==> src/rtl/stopwatch_ctrl_pkg.sv <==
// stopwatch_ctrl_pkg: shared state encoding and BCD limit for the stopwatch and display driver
package stopwatch_ctrl_pkg;
  typedef enum logic [1:0] {
    S_IDLE  = 2'd0,
    S_RUN   = 2'd1,
    S_PAUSE = 2'd2,
    S_FULL  = 2'd3
  } state_t;
  localparam logic [3:0] BCD_MAX = 4'd9;
endpackage

==> src/rtl/stopwatch_ctrl_bcd_digit.sv <==
// bcd_digit: modulo-10 counter with enable and combinational carry out
module bcd_digit
  import stopwatch_ctrl_pkg::*;
(
  input  logic       clk,
  input  logic       reset,
  input  logic       en,
  input  logic       clr,
  output logic [3:0] q,
  output logic       carry
);
  assign carry = en && q == BCD_MAX;
  always_ff @(posedge clk)
    if (reset || clr) q <= '0;
    else if (en) q <= q == BCD_MAX ? '0 : q + 4'd1;
endmodule

==> src/rtl/stopwatch_ctrl.sv <==
// stopwatch_ctrl: run/pause/clear FSM, 100 Hz prescaler and saturating 00.00-99.99 BCD cascade
module stopwatch_ctrl
  import stopwatch_ctrl_pkg::*;
#(
  parameter int TICK_DIV = 500000
) (
  input  logic       clk,
  input  logic       reset,
  input  logic       btn_start,
  input  logic       btn_clear,
  output logic [3:0] d0,
  output logic [3:0] d1,
  output logic [3:0] d2,
  output logic [3:0] d3,
  output logic       running,
  output logic       ovf
);
  localparam int PW = TICK_DIV > 1 ? $clog2(TICK_DIV) : 1;
  localparam logic [PW-1:0] LAST = PW'(TICK_DIV - 1);
  state_t state, state_nx;
  logic [PW-1:0] pre;
  logic cnt, tick, clr, all9;
  logic [2:0] c;
  logic unused_carry;
  // A pause pulse freezes the prescaler on that same edge, so its tick is dropped
  always_comb begin
    cnt = state == S_RUN && !btn_start;
    tick = cnt && pre == LAST;
    clr = btn_clear && state != S_RUN;
    all9 = {d3, d2, d1, d0} == {4{BCD_MAX}};
    state_nx = clr ? S_IDLE :
               state == S_RUN ? (btn_start ? S_PAUSE : tick && all9 ? S_FULL : S_RUN) :
               btn_start && state != S_FULL ? S_RUN : state;
  end
  always_ff @(posedge clk)
    if (reset) state <= S_IDLE;
    else state <= state_nx;
  always_ff @(posedge clk)
    if (reset || clr) pre <= '0;
    else if (cnt) pre <= tick ? '0 : pre + 1'b1;
  assign running = state == S_RUN;
  assign ovf = state == S_FULL;
  bcd_digit u_d0 (.clk, .reset, .en(tick && !all9), .clr, .q(d0), .carry(c[0]));
  bcd_digit u_d1 (.clk, .reset, .en(c[0]), .clr, .q(d1), .carry(c[1]));
  bcd_digit u_d2 (.clk, .reset, .en(c[1]), .clr, .q(d2), .carry(c[2]));
  bcd_digit u_d3 (.clk, .reset, .en(c[2]), .clr, .q(d3), .carry(unused_carry));
endmodule

==> config.mk <==
export PLATFORM = sky130hd
export DESIGN_NAME = stopwatch_ctrl
export DESIGN_NICKNAME = d
export VERILOG_FILES = /design/src/rtl/stopwatch_ctrl_pkg.sv /design/src/rtl/stopwatch_ctrl_bcd_digit.sv /design/src/rtl/stopwatch_ctrl.sv
export SDC_FILE = /design/constraint.sdc
export NUM_CORES = 1
export LEC_CHECK = 0
export CORE_ASPECT_RATIO = 0.7
export CORE_UTILIZATION = 40
export CTS_CLUSTER_SIZE = 10
export DETAILED_ROUTE_END_ITERATION = 8
export PLACE_DENSITY = 0.58
export SLEW_MARGIN = 25
export SYNTH_ARGS = -nofsm -noshare
export SYNTH_HDL_FRONTEND = slang
export SYNTH_SLANG_ARGS = --single-unit
==> constraint.sdc <==
create_clock -name clk -period 1.8 [get_ports clk]
set_input_delay 0.36 -clock clk [delete_from_list [all_inputs] [get_ports clk]]
set_output_delay 0.36 -clock clk [all_outputs]
set_load 0.02 [all_outputs]
=== Yosys cells after proc, flatten, opt, wreduce, memory -nomap -nowiden ===
Index checks and enable logic that the tools add are counted.

* Register bits after elaboration: 37
* Input port bits: 4
* Output and inout bits: 18

* Add/sub/neg operators: 5
* Eq/ne operators: 10
* Mux-type cells: 9
* Reductions and logical operators: 14

{| class="wikitable"
|+ Operator list
! operator !! number
|-
| adder 19 x 1 -> 19 bit, second input constant || 1
|-
| == test 19 bit, second input constant || 1
|-
| 2-to-1 mux 19 bit || 1
|-
| adder 4 x 1 -> 4 bit, second input constant || 4
|-
| == test 16 bit, second input constant || 1
|-
| == test 4 bit, second input constant || 4
|-
| 2-to-1 mux 4 bit || 4
|-
| logical AND 1 bit || 9
|-
| 2-to-1 mux 2 bit || 4
|-
| == test 2 x 1 -> 1 bit, second input constant || 1
|-
| == test 2 bit, second input constant || 1
|-
| logical NOT 1 bit || 2
|-
| != test 2 x 1 -> 1 bit, second input constant || 1
|-
| != test 2 bit, second input constant || 1
|-
| nonzero test 2 bit || 1
|-
| OR reduction 2 bit || 1
|-
| logical OR 1 bit || 1
|}

=== Logic depth before layout (Yosys ltp) ===
* Depth after elaboration: 7
* Gate-level depth with buffers: 7
* Mapped depth without buffers: 5

=== Cells and area by module ===
From an unflattened synthesis, not the netlist that was laid out.

* Cell total of the unflattened synthesis: 205
* Area, all modules: 1,844.3 sq um

{| class="wikitable"
|+ Modules (own cells, without submodules)
! module !! instances !! cells each !! area an instance (sq um) !! sequential area each (sq um)
|-
| stopwatch_ctrl || 1 || 125 || 1,073.5 || 420.4
|-
| bcd_digit || 4 || 20 || 192.7 || 80.1
|}

=== Worst setup path before layout ===
No wires, ideal clock.

* Kind: register to register
* Start point: register u_d0.q[1]
* End point: register u_d2.q[0]
* Arrival time: 1,661 ps
* Data required time: 1,741 ps
* Slack: 80 ps
* Cell stages (with the launch flop): 6
* Buffers on the path: 0
* Clock period less this slack: 1,720 ps
* Cell sequence: dfxtp_1 and4bb_2 nand2_1 o211ai_1 or4_1 nand2_1

* Longest elaborated chain between the ends: 5
* Elaborated cells on any way between the ends: 6

{| class="wikitable"
|+ RTL lines
! element !! line !! source
|-
| start: declaration || stopwatch_ctrl_bcd_digit.sv:9 || <nowiki>output logic [3:0] q,</nowiki>
|-
| start signal: assignment || stopwatch_ctrl_bcd_digit.sv:15 || <nowiki>else if (en) q <= q == BCD_MAX ? '0 : q + 4'd1;</nowiki>
|-
| == test 16 bit || stopwatch_ctrl.sv:30 || <nowiki>all9 = {d3, d2, d1, d0} == {4{BCD_MAX}};</nowiki>
|-
| logical NOT 1 bit || stopwatch_ctrl.sv:43 || <nowiki>bcd_digit u_d0 (.clk, .reset, .en(tick && !all9), .clr, .q(d0), .carry(c[0]));</nowiki>
|-
| logical AND 1 bit || stopwatch_ctrl.sv:43 ||
|-
| logical AND 1 bit * (2 in a row) || stopwatch_ctrl_bcd_digit.sv:12 || <nowiki>assign carry = en && q == BCD_MAX;</nowiki>
|-
| end signal: assignment || stopwatch_ctrl_bcd_digit.sv:15 ||
|-
| end: declaration || stopwatch_ctrl_bcd_digit.sv:9 ||
|}

Every way passes the cells marked *; elsewhere a longest branch is shown, timed or not.
A chain may end at the register's enable or synchronous reset.

=== Worst setup path after layout ===
* Start point: input port btn_start
* End point: register pre[9]

* Longest elaborated chain between the ends: 4

{| class="wikitable"
|+ RTL lines
! element !! line !! source
|-
| start: declaration || stopwatch_ctrl.sv:9 || <nowiki>input logic btn_start,</nowiki>
|-
| logical NOT 1 bit * || stopwatch_ctrl.sv:27 || <nowiki>cnt = state == S_RUN && !btn_start;</nowiki>
|-
| logical AND 1 bit * || stopwatch_ctrl.sv:27 ||
|-
| logical AND 1 bit || stopwatch_ctrl.sv:28 || <nowiki>tick = cnt && pre == LAST;</nowiki>
|-
| 2-to-1 mux 19 bit || stopwatch_ctrl.sv:40 || <nowiki>else if (cnt) pre <= tick ? '0 : pre + 1'b1;</nowiki>
|-
| end signal: assignment || stopwatch_ctrl.sv:40 ||
|-
| end: declaration || stopwatch_ctrl.sv:21 || <nowiki>logic [PW-1:0] pre;</nowiki>
|}

Marks and branches as above.

==> results.cfg <==
[logic_synthesis]
synth_fa_ha_area_share_pct = 0.677
synth-async-reset-ratio_pct = 0
synth_edf_count = 0
synth.distinct_cells = 42
ys_seq_elements = 37
synthSimpleGateAreaFrac_pct = 34.0
synth_compound_area_share_pct = 8.40
synth_most_common_cell = dfxtp_1
yosys-top-cells-area = dfxtp_1 (40%), xnor2_1 (8.5%), nor2_1 (6.5%)
seq_area_frac_synth_pct = 40.1
synth_common_cells = dfxtp_1 (37), nor2_1 (32), xnor2_1 (18)
yosysTopAreaCellShare_pct = 40.1
synth_mux_area_share_pct = 2.17
yosys.area.top_type = dfxtp_1
netlist_instances = 213
yosys_warnings = 0
synth.avg_cell_area_um2 = 8.68
mappedNetlistArea_um2 = 1850
synth_xor_area_share_pct = 11.4
syn-num-nets = 218
synth_top_family_by_area = simple AND/OR/NAND/NOR gates
ys.flop_type = dfxtp_1

[floorplan]
coreArea_um2 = 4380
die_x_um = 83.2
rows = 20
io_pins = 22
initial_core_util_pct = 42.2
dieArea_um2 = 4900
die_h_um = 58.9

[detailed_routing]
drcViolationCount = 0
drt-initial-drc-count = 90
vias_per_cell = 5.06
antenna_left = 0
vias = 1727
drt-wirelength-per-cell_um = 12.9
first_pass_iters = 4
routed_wl_um = 4410

[clocking]
cts_setup_buffers = 0
clk_pin_slew_ns = 0.07
cts_tree = done
htree_levels = 2
cts.sinks = 37
clock_latency_ns = 0.29
clock_path_buffers = 2
cts-root-buf = clkbuf_8
numCtsBuffers = 5

[worst_setup_path]
r2r_setup_slack_ns = 0.03
r2r_start = pre[14]
crit_cells = 7
crit_buf_inv = 2
cp_slowest_cell = clkdlybuf4s50_1
critPathRequiredTime_ns = 1.98
critical_path_class = input port to flip-flop
endpoint_kind = flip-flop
cp_cell_sequence = clkdlybuf4s50_1, and4bb_4, nand3_1, buf_4, nor3_1, xnor2_1, nor2_1
worstSetupStartpointType = input port
crit_family = simple AND/OR/NAND/NOR gates
path_max_fanout = 6
r2r-end = u_d3.q[1]
rr_worst_depth = 6
cpPeakStageDelay_ns = 0.41
crit_arrival_ns = 1.96

[power]
total_power_mw = 1.46
max-vdd-ir-drop_uv = 371
power.leakage_nw = 1.02
powerDensity_nw_per_um2 = 548

[placed_design]
hpwl_um = 3250
port_buffers = 21
gp_congestion = 0.786
dp.cells = 334

[sta]
fin_crit_sh_pct = 99.0
setup_violations = 0
worst_slew_pin_slew_ns = 0.345
hold_viol = 0
fmax_ghz = 0.561
finClkSkew_ns = 0.00722
drv_slew = 0
rsz0062_at_grt = yes
slew_headroom_pct = 76.9
period_needed_ns = 1.78

[worst_hold_path]
whs_endpoint = pre[1]
hp-start = pre[1]
hold_depth = 2
holdCritPathClass = flip-flop to flip-flop

[global_route]
grt_pass1_wl_um = 7270
busiest_layer = met1
grt_pass1_vias = 1471
use_met2_pct = 24.6
grt_max_degree = 22
grt_util_met1_pct = 30.2
grt_use_met3_pct = 4.63
antenna_found_initial = 0
track_usage_pct = 19.2
grt_overflow = 0

[final_layout]
nets = 291
drive_above_1_share_pct = 26.6
fin_cells = 341
syn2layout_area_growth_pct = 44.3
antenna_cells = 0

[status]
outcome = finished clean

[job]
cap_violations = 0
[cell families after synthesis]
| logic type | after synthesis |
|---|---|
| buffers and inverters | 16 |
| xor gates and xnor gates | 24 |
| muxes | 4 |
| AOI/OAI and AO/OA | 26 |
| adders and majority gates | 1 |
| DFF | 37 |
| and+or+nand+nor | 105 |
[routing by layer]
metal,part of all wire (%),up-vias
met5,0,-
met4,0.82,0
met3,4.9,5
met2,39,39
met1,56,777
li1,-,906
[placed cells by master, fill, tap and decap left out, types with 3 or more instances in the layout]
master and n:
buf_4 47, dfxtp_1 36, nor2_1 32, xnor2_1 18, clkdlybuf4s50_1 16, nand2_1 12, inv_1 11, nand3_1 11
a21oi_1 10, nand4_1 6, nor4_1 6, xor2_1 6, clkbuf_8 6, nor4_2 5, nor3_1 5, o21ai_0 5
mux2i_1 4, dlymetal6s2s_1 3
[how the worst max path moves through the flow]
stage	startpoint	slack [ns]	endpoint
2_1_floorplan	u_d0.q[1]	0.08	u_d2.q[0]
3_3_place_gp	btn_start	-0.43	u_d3.q[1]
3_5_place_dp	btn_start	-0.48	u_d3.q[1]
4_1_cts	btn_start	-0.008	pre[18]
5_1_grt	pre[14]	-0.08	u_d3.q[3]
6_report	btn_start	0.02	pre[9]
[flip-flops by register name, indices dropped and copies added (netlist names)]
| signal | count |
|---|---|
| u_d3.q | 4 |
| u_d0.q | 4 |
| state | 2 |
| pre | 19 |
| u_d2.q | 4 |
| u_d1.q | 4 |
[worst reg2reg max path, cell delays in order, from the launching register on]
cell     delay [ns]
dfxtp_2        0.33
nor4b_4        0.37
nand4_2        0.14
buf_6          0.16
nor4_4         0.37
mux2i_1        0.23
nor2_1         0.05
[repair_timing]
| item | in CTS | in global routing |
|---|---|---|
| gates resized for setup | 4 | 18 |
| pin swaps | 2 | 6 |
| hold buffers | 0 | 0 |
| setup endpoints to repair | 13 | 22 |
[power by group]
group	total, mW	internal [mW]	switching, mW
registers	0.822	0.821	0.00163
logic	0.0591	0.0256	0.0335
clock network	0.581	0.304	0.277
[stage by stage]
step                      setup WS, ns  setup TNS [ns]  hold WS, ns  cell area [um2]  utilization, %
after global routing           -0.0770          -0.518        0.550             2670            60.9
after CTS                     -0.00826        -0.00826        0.498             2580            59.0
after global placement          -0.428           -8.54        0.487             2490            57.0
final                           0.0187               0        0.499             2670            60.9
after detailed placement        -0.483           -8.72        0.488             2490            57.0
after floorplan                 0.0796               0        0.455             1850               -
[area by class of cell]
class,instances,area (um2)
clock buffer,7,86.3
timing repair buffer,71,611
sequential,37,742
multi-input combinational,160,1120
fill,386,1710
inverter,11,41.3
tap,55,68.8
Note: power is estimated with default switching activity, not from simulation.
